$ cat config.mk
export PLATFORM = sky130hd
export DESIGN_NAME = reg_store_serializer
export DESIGN_NICKNAME = d
export VERILOG_FILES = /design/src/rtl/reg_store_serializer_pkg.sv /design/src/rtl/reg_store_serializer.sv
export SDC_FILE = /design/constraint.sdc
export NUM_CORES = 1
export LEC_CHECK = 0
export CORE_MARGIN = 4
export CORE_UTILIZATION = 27
export DETAILED_ROUTE_END_ITERATION = 10
export HOLD_SLACK_MARGIN = 0.02
export PLACE_DENSITY = 0.46
export SLEW_MARGIN = 0
export SYNTH_ARGS = -nofsm -noshare
export SYNTH_HDL_FRONTEND = slang
export SYNTH_SLANG_ARGS = --single-unit
$ cat constraint.sdc
create_clock -name Clock -period 1.8 [get_ports Clock]
set_clock_uncertainty 0.15 [all_clocks]
set_input_delay 0.18 -clock Clock [delete_from_list [all_inputs] [get_ports Clock]]
set_output_delay 0.18 -clock Clock [all_outputs]
set_load 0.02 [all_outputs]
$ cat src/rtl/reg_store_serializer_pkg.sv
// Shared encodings for the register store serializer: FSM states, store modes
// and the byte-lane select helper.
package reg_store_serializer_pkg;

  typedef enum logic [1:0] {
    IDLE      = 2'b00,
    WR_FIRST  = 2'b01,
    WR_SECOND = 2'b10,
    DONE      = 2'b11
  } state_t;

  localparam logic MODE_WORD = 1'b0;
  localparam logic MODE_BYTE = 1'b1;

  function automatic logic [7:0] pick_byte(input logic [15:0] value, input logic high);
    return high ? value[15:8] : value[7:0];
  endfunction

endpackage

$ cat src/rtl/reg_store_serializer.sv
// Splits a 16-bit register value into one or two byte writes on an 8-bit
// memory write port, with a ready/strobe handshake and a one-cycle Done.
//
// state     | meaning
// IDLE      | waiting for Start; memory outputs hold their last values
// WR_FIRST  | strobing the byte at the base address, waiting for MemReady
// WR_SECOND | strobing the byte at base+1, waiting for MemReady
// DONE      | Done pulse for one cycle, then back to IDLE
module reg_store_serializer
  import reg_store_serializer_pkg::*;
#(
  parameter int DATA_WIDTH = 16,
  parameter int ADDR_WIDTH = 16,
  parameter bit HI_FIRST   = 1'b0
) (
  input  logic                  Clock,
  input  logic                  Reset,
  input  logic                  Start,
  input  logic                  Mode,
  input  logic [DATA_WIDTH-1:0] Data,
  input  logic [ADDR_WIDTH-1:0] Address,
  input  logic                  MemReady,
  output logic [ADDR_WIDTH-1:0] MemAddr,
  output logic [7:0]            MemData,
  output logic                  MemWR,
  output logic                  Busy,
  output logic                  Done
);

  localparam logic HI_SEL = (HI_FIRST != 1'b0);

  state_t                state, state_nxt;
  logic [DATA_WIDTH-1:0] data_q, data_nxt;
  logic [ADDR_WIDTH-1:0] addr_q, addr_nxt;
  logic                  mode_q, mode_nxt;
  logic [ADDR_WIDTH-1:0] mem_addr_nxt;
  logic [7:0]            mem_data_nxt;
  logic                  mem_wr_nxt;
  logic                  busy_nxt;
  logic                  done_nxt;

  always_ff @(posedge Clock or posedge Reset) begin
    if (Reset) begin
      state   <= IDLE;
      data_q  <= '0;
      addr_q  <= '0;
      mode_q  <= MODE_WORD;
      MemAddr <= '0;
      MemData <= '0;
      MemWR   <= 1'b0;
      Busy    <= 1'b0;
      Done    <= 1'b0;
    end else begin
      state   <= state_nxt;
      data_q  <= data_nxt;
      addr_q  <= addr_nxt;
      mode_q  <= mode_nxt;
      MemAddr <= mem_addr_nxt;
      MemData <= mem_data_nxt;
      MemWR   <= mem_wr_nxt;
      Busy    <= busy_nxt;
      Done    <= done_nxt;
    end
  end

  // Outputs are registered, so each branch computes what the next state presents.
  always_comb begin
    state_nxt    = state;
    data_nxt     = data_q;
    addr_nxt     = addr_q;
    mode_nxt     = mode_q;
    mem_addr_nxt = MemAddr;
    mem_data_nxt = MemData;
    mem_wr_nxt   = MemWR;
    busy_nxt     = Busy;
    done_nxt     = 1'b0;

    unique case (state)
      IDLE: begin
        if (Start) begin
          data_nxt     = Data;
          addr_nxt     = Address;
          mode_nxt     = Mode;
          mem_addr_nxt = Address;
          // A byte store always writes the low byte, whatever the lane order.
          mem_data_nxt = pick_byte(Data, HI_SEL && (Mode == MODE_WORD));
          mem_wr_nxt   = 1'b1;
          busy_nxt     = 1'b1;
          state_nxt    = WR_FIRST;
        end
      end
      WR_FIRST: begin
        if (MemReady) begin
          if (mode_q == MODE_BYTE) begin
            mem_wr_nxt = 1'b0;
            busy_nxt   = 1'b0;
            done_nxt   = 1'b1;
            state_nxt  = DONE;
          end else begin
            mem_addr_nxt = addr_q + ADDR_WIDTH'(1);
            mem_data_nxt = pick_byte(data_q, !HI_SEL);
            state_nxt    = WR_SECOND;
          end
        end
      end
      WR_SECOND: begin
        if (MemReady) begin
          mem_wr_nxt = 1'b0;
          busy_nxt   = 1'b0;
          done_nxt   = 1'b1;
          state_nxt  = DONE;
        end
      end
      DONE: begin
        state_nxt = IDLE;
      end
      default: begin
        state_nxt = IDLE;
      end
    endcase
  end

endmodule

* Word level (Yosys, flattened, before mapping)
Cells that the tools add are included.
Widths: inputs -> output; s select.
** Word-level totals
- Flip-flop bits (word level) :: 61
** Cells by class
- Mux-type cells :: 22
- Equal/unequal tests :: 8
- Reduce and logical (&&, ||, !) cells :: 7
- Add/subtract/negate cells :: 1
** Operators by type and width (count)
- $mux 16 :: 3
- $pmux 16 s2 :: 1
- $mux 8 :: 3
- $add 16x1->16 const B :: 1
- $pmux 8 s2 :: 1
- $ne 2x2->1 const B :: 5
- $mux 1 :: 8
- $pmux 2 s4 :: 1
- $mux 2 :: 3
- $reduce_and 5->1 :: 1
- $eq 2x2->1 const B :: 2
- $reduce_and 4->1 :: 1
- $pmux 1 s3 :: 1
- $reduce_and 3->1 :: 1
- $reduce_bool 3->1 :: 1
- $eq 2x1->1 const B :: 1
- $logic_not 2->1 :: 1
- $pmux 1 s2 :: 1
- $reduce_and 2->1 :: 1
- $reduce_bool 2->1 :: 1

* Depth between registers and ports, before layout
- Depth after elaboration :: 4
- Mapped depth :: 8
- Gate-level depth less buffers :: 6

* Worst setup path before layout
Ideal clock, no wire load.
- Kind :: register to register
- Start point :: reg state[1]
- End point :: reg MemAddr[5]
- Cell stages (with the launch flop) :: 9
- Arrival :: 1700 ps
- Path buffers :: 2
- Path slack :: -177 ps
- Required time :: 1522 ps
- Cells stage by stage :: dfrtp_1 > inv_1 > ha_1 > nor2b_1 > or3_1 > buf_2 > buf_2 > a21oi_1 > o21ai_0
** Between the ends
- Longest elaborated chain between the ends :: 3
- Elaborated cells between the ends (all ways) :: 8
** RTL lines
- from (decl) :: line reg_store_serializer.sv:32 : state_t state, state_nxt;
- from (signal assigned) :: line reg_store_serializer.sv:54 : state <= state_nxt;
- $eq 2x1->1 / $logic_not 2->1 (equally long branches) :: line reg_store_serializer.sv:78 : unique case (state)
- $ne 2x2->1 (no source line) / $reduce_bool 2->1 (equally long branches)
- $reduce_and 4->1 (no source line)
- to (signal assigned) :: line reg_store_serializer.sv:58 : MemAddr <= mem_addr_nxt;
- to (decl) :: line reg_store_serializer.sv:23 : output logic [ADDR_WIDTH-1:0] MemAddr,
Several ways; a longest one is shown, not always the timed one.
A chain may end at the register's enable or synchronous reset.

* Final worst setup path
- Start point :: reg state[0]
- End point :: reg MemAddr[11]
The elaborated chain is that of the path after synthesis.

==> results.cfg <==
[yosys]
syn_inst = 250
synth_edf_count = 0
synth.yosys.seq_area_share = 0.490
async_flop_share = 1.00
yosysUniqueCellTypes = 44
avgSynthCellArea_sq_um = 10.8
ys_seq_elements = 53
synth_flop_cell = dfrtp_1
yosys_warnings = 0
syn_area_sq_mm = 0.00271
syn_nets = 294

[floorplan]
die-width_microns = 108
placeableCoreArea_sq_mm = 0.00977
die_h_microns = 108
design.die.area_sq_mm = 0.0117
num_rows = 36
ios = 64
start_util = 0.277

[clock_network]
cts_buffer_depth = 2
path_clk_slew_ns = 0.10
root_buffer = clkbuf_8
numClockSinks = 53
ctsHtreeMaxLevel = 2
cts_buffers = 5
insertion_delay_ns = 0.30
cts_tree = yes
hold_buffers = 0

[place]
dp_slack_ns = -0.157
gp_congestion = 0.735
hpwl_microns = 5000
io_buffers = 63

[sta]
fin_hold_ws_ns = 0.0107
maxSlewViolCount = 0
tightest_slew_ns = 0.477
fin_ws_ns = -0.0841
setup-violations-final = 22
maxSlewHeadroom = 0.679
hold_violations = 0
fin_crit_sh = 1.05
max_freq_ghz = 0.531
period_minus_slack_ns = 1.88
rsz0062_at_grt = true

[route]
drt_iter0_markers = 30
final_antenna_net_count = 0
viasPerCell = 4.64
drt_wl_total_microns = 7270
wl_per_cell_microns = 15.1
drc = 0
routed-via-count = 2229
first_pass_iters = 4

[setup_path]
required_ns = 1.90
end_kind = flip-flop
path_class = reg -> reg
r2r-start = state[0]$_DFFE_PP0P_
cp-start-kind = flip-flop
crit_fanout = 22
ff2ff_path_depth = 6
reg2reg_to = MemAddr[11]$_DFFE_PP0P_
r2r_setup_slack_ns = -0.08
cp.arrival_ns = 1.98
worstSetupStartpoint = state[0]$_DFFE_PP0P_

[cells_and_area]
area_growth_pct = 57.8
drive_above_1_share = 0.372
mostFrequentLayoutCell = clkdlybuf4s50_1
nets = 390
layout_common_cells = 63 x clkdlybuf4s50_1, 52 x dfrtp_1, 27 x buf_4
fill_cells = 963
antenna_cells = 0

[outcome]
outcome = complete, but fails checks
violations = setup timing

[worst_hold_path]
hold_path_class = in -> async

[global_routing]
grt_pass1_wl_microns = 11300
grt_max_degree = 30
grt_pass1_vias = 2276
antenna_found_initial = 0
track_usage = 0.123
grt_overflow = 0

[pwr]
peakVddDrop_v = 0.000888
p_leak_nw = 1.73
powerDensity_mw_per_mm2 = 1890

[flow_run]
cap_violations = 0
[synthesized netlist by cell type (6+ instances only)]
cell      number  area, sq um
inv_1          9         33.8
nor2_1         6         22.5
a21oi_1        8         40.0
nor4_1         8         50.1
mux2i_1       15          150
dfrtp_1       53         1330
o21ai_0       21          105
nand2_1       29          109
mux2_2        24          270
xnor2_1        7         61.3
clkbuf_1       6         22.5
ha_1           7         87.6
nor4b_1        7         61.3
[worst max-delay path, stage by stage, from the launching register on]
cell and delay, ns:
dfrtp_2 0.47, ha_4 0.18, and2_4 0.15, or3_4 0.40, buf_12 0.18, a211o_1 0.23
nand3_1 0.07
[routing by layer]
metal  share of wire  global-route usage  vias up
met5               0                   0        -
met4          0.0062              0.0271        0
met3           0.037              0.0209        2
met2            0.51               0.213       32
met1            0.45               0.160     1100
li1                -                   -     1095
[final cells by class]
class | instances | area [sq um] | share of cell area
well taps | 133 | 166 | 0.0390
clock inverters | 3 | 43.8 | 0.0103
flip-flops and latches | 53 | 1330 | 0.311
clock buffers | 5 | 68.8 | 0.0161
repair buffers | 103 | 1070 | 0.251
inverters | 9 | 33.8 | 0.00791
multi-input cells | 174 | 1560 | 0.365
[through the flow]
step	setup TNS (ns)	instance area (sq um)	util	cells	power, mW
global placement	-1.12	3760	0.385	460	6.11
detailed placement	-1.48	3760	0.385	460	6.16
CTS	-1.51	3980	0.407	472	7.40
floorplan	-1.55	2790	-	250	4.64
global route	-2.31	4270	0.437	480	8.69
finish	-0.865	4270	0.437	480	8.09
[registers in the layout, summed over array words and instances (netlist names)]
register,cells
addr_q,16
data_q,8
mode_q,1
Busy,1
MemAddr,16
state,2
Done,1
MemData,8
[worst max path at each step]
stage,endpoint,cells after the start
after floorplan,MemAddr[7]$_DFFE_PP0P_,8
after global placement,MemAddr[6]$_DFFE_PP0P_,7
after detailed placement,MemAddr[14]$_DFFE_PP0P_,5
after CTS,MemAddr[11]$_DFFE_PP0P_,7
after global routing,MemAddr[11]$_DFFE_PP0P_,7
final,MemAddr[11]$_DFFE_PP0P_,6
[what timing repair did]
action                     CTS  global route
pin swaps                    0            24
setup buffers                3             6
cloned                       1             3
setup endpoints to repair   26            27
resized for setup           21            47
[report_power, final]
| group | total (mW) | switching (mW) | internal [mW] |
|---|---|---|---|
| logic | 4.94 | 2.32 | 2.62 |
| clock network | 0.837 | 0.419 | 0.418 |
| registers | 2.32 | 0.522 | 1.80 |
[kinds of logic after synthesis]
kind of cell,Yosys count,synth area share
AND/OR/NAND/NOR,78,0.165
adder cells (fa/ha/maj),7,0.0323
buffers and inverters,23,0.0384
AO/OA/AOI/OAI,43,0.0970
multiplexers,39,0.155
flip-flops,53,0.490
XOR/XNOR,7,0.0226
(Power assumes the default switching activity.)
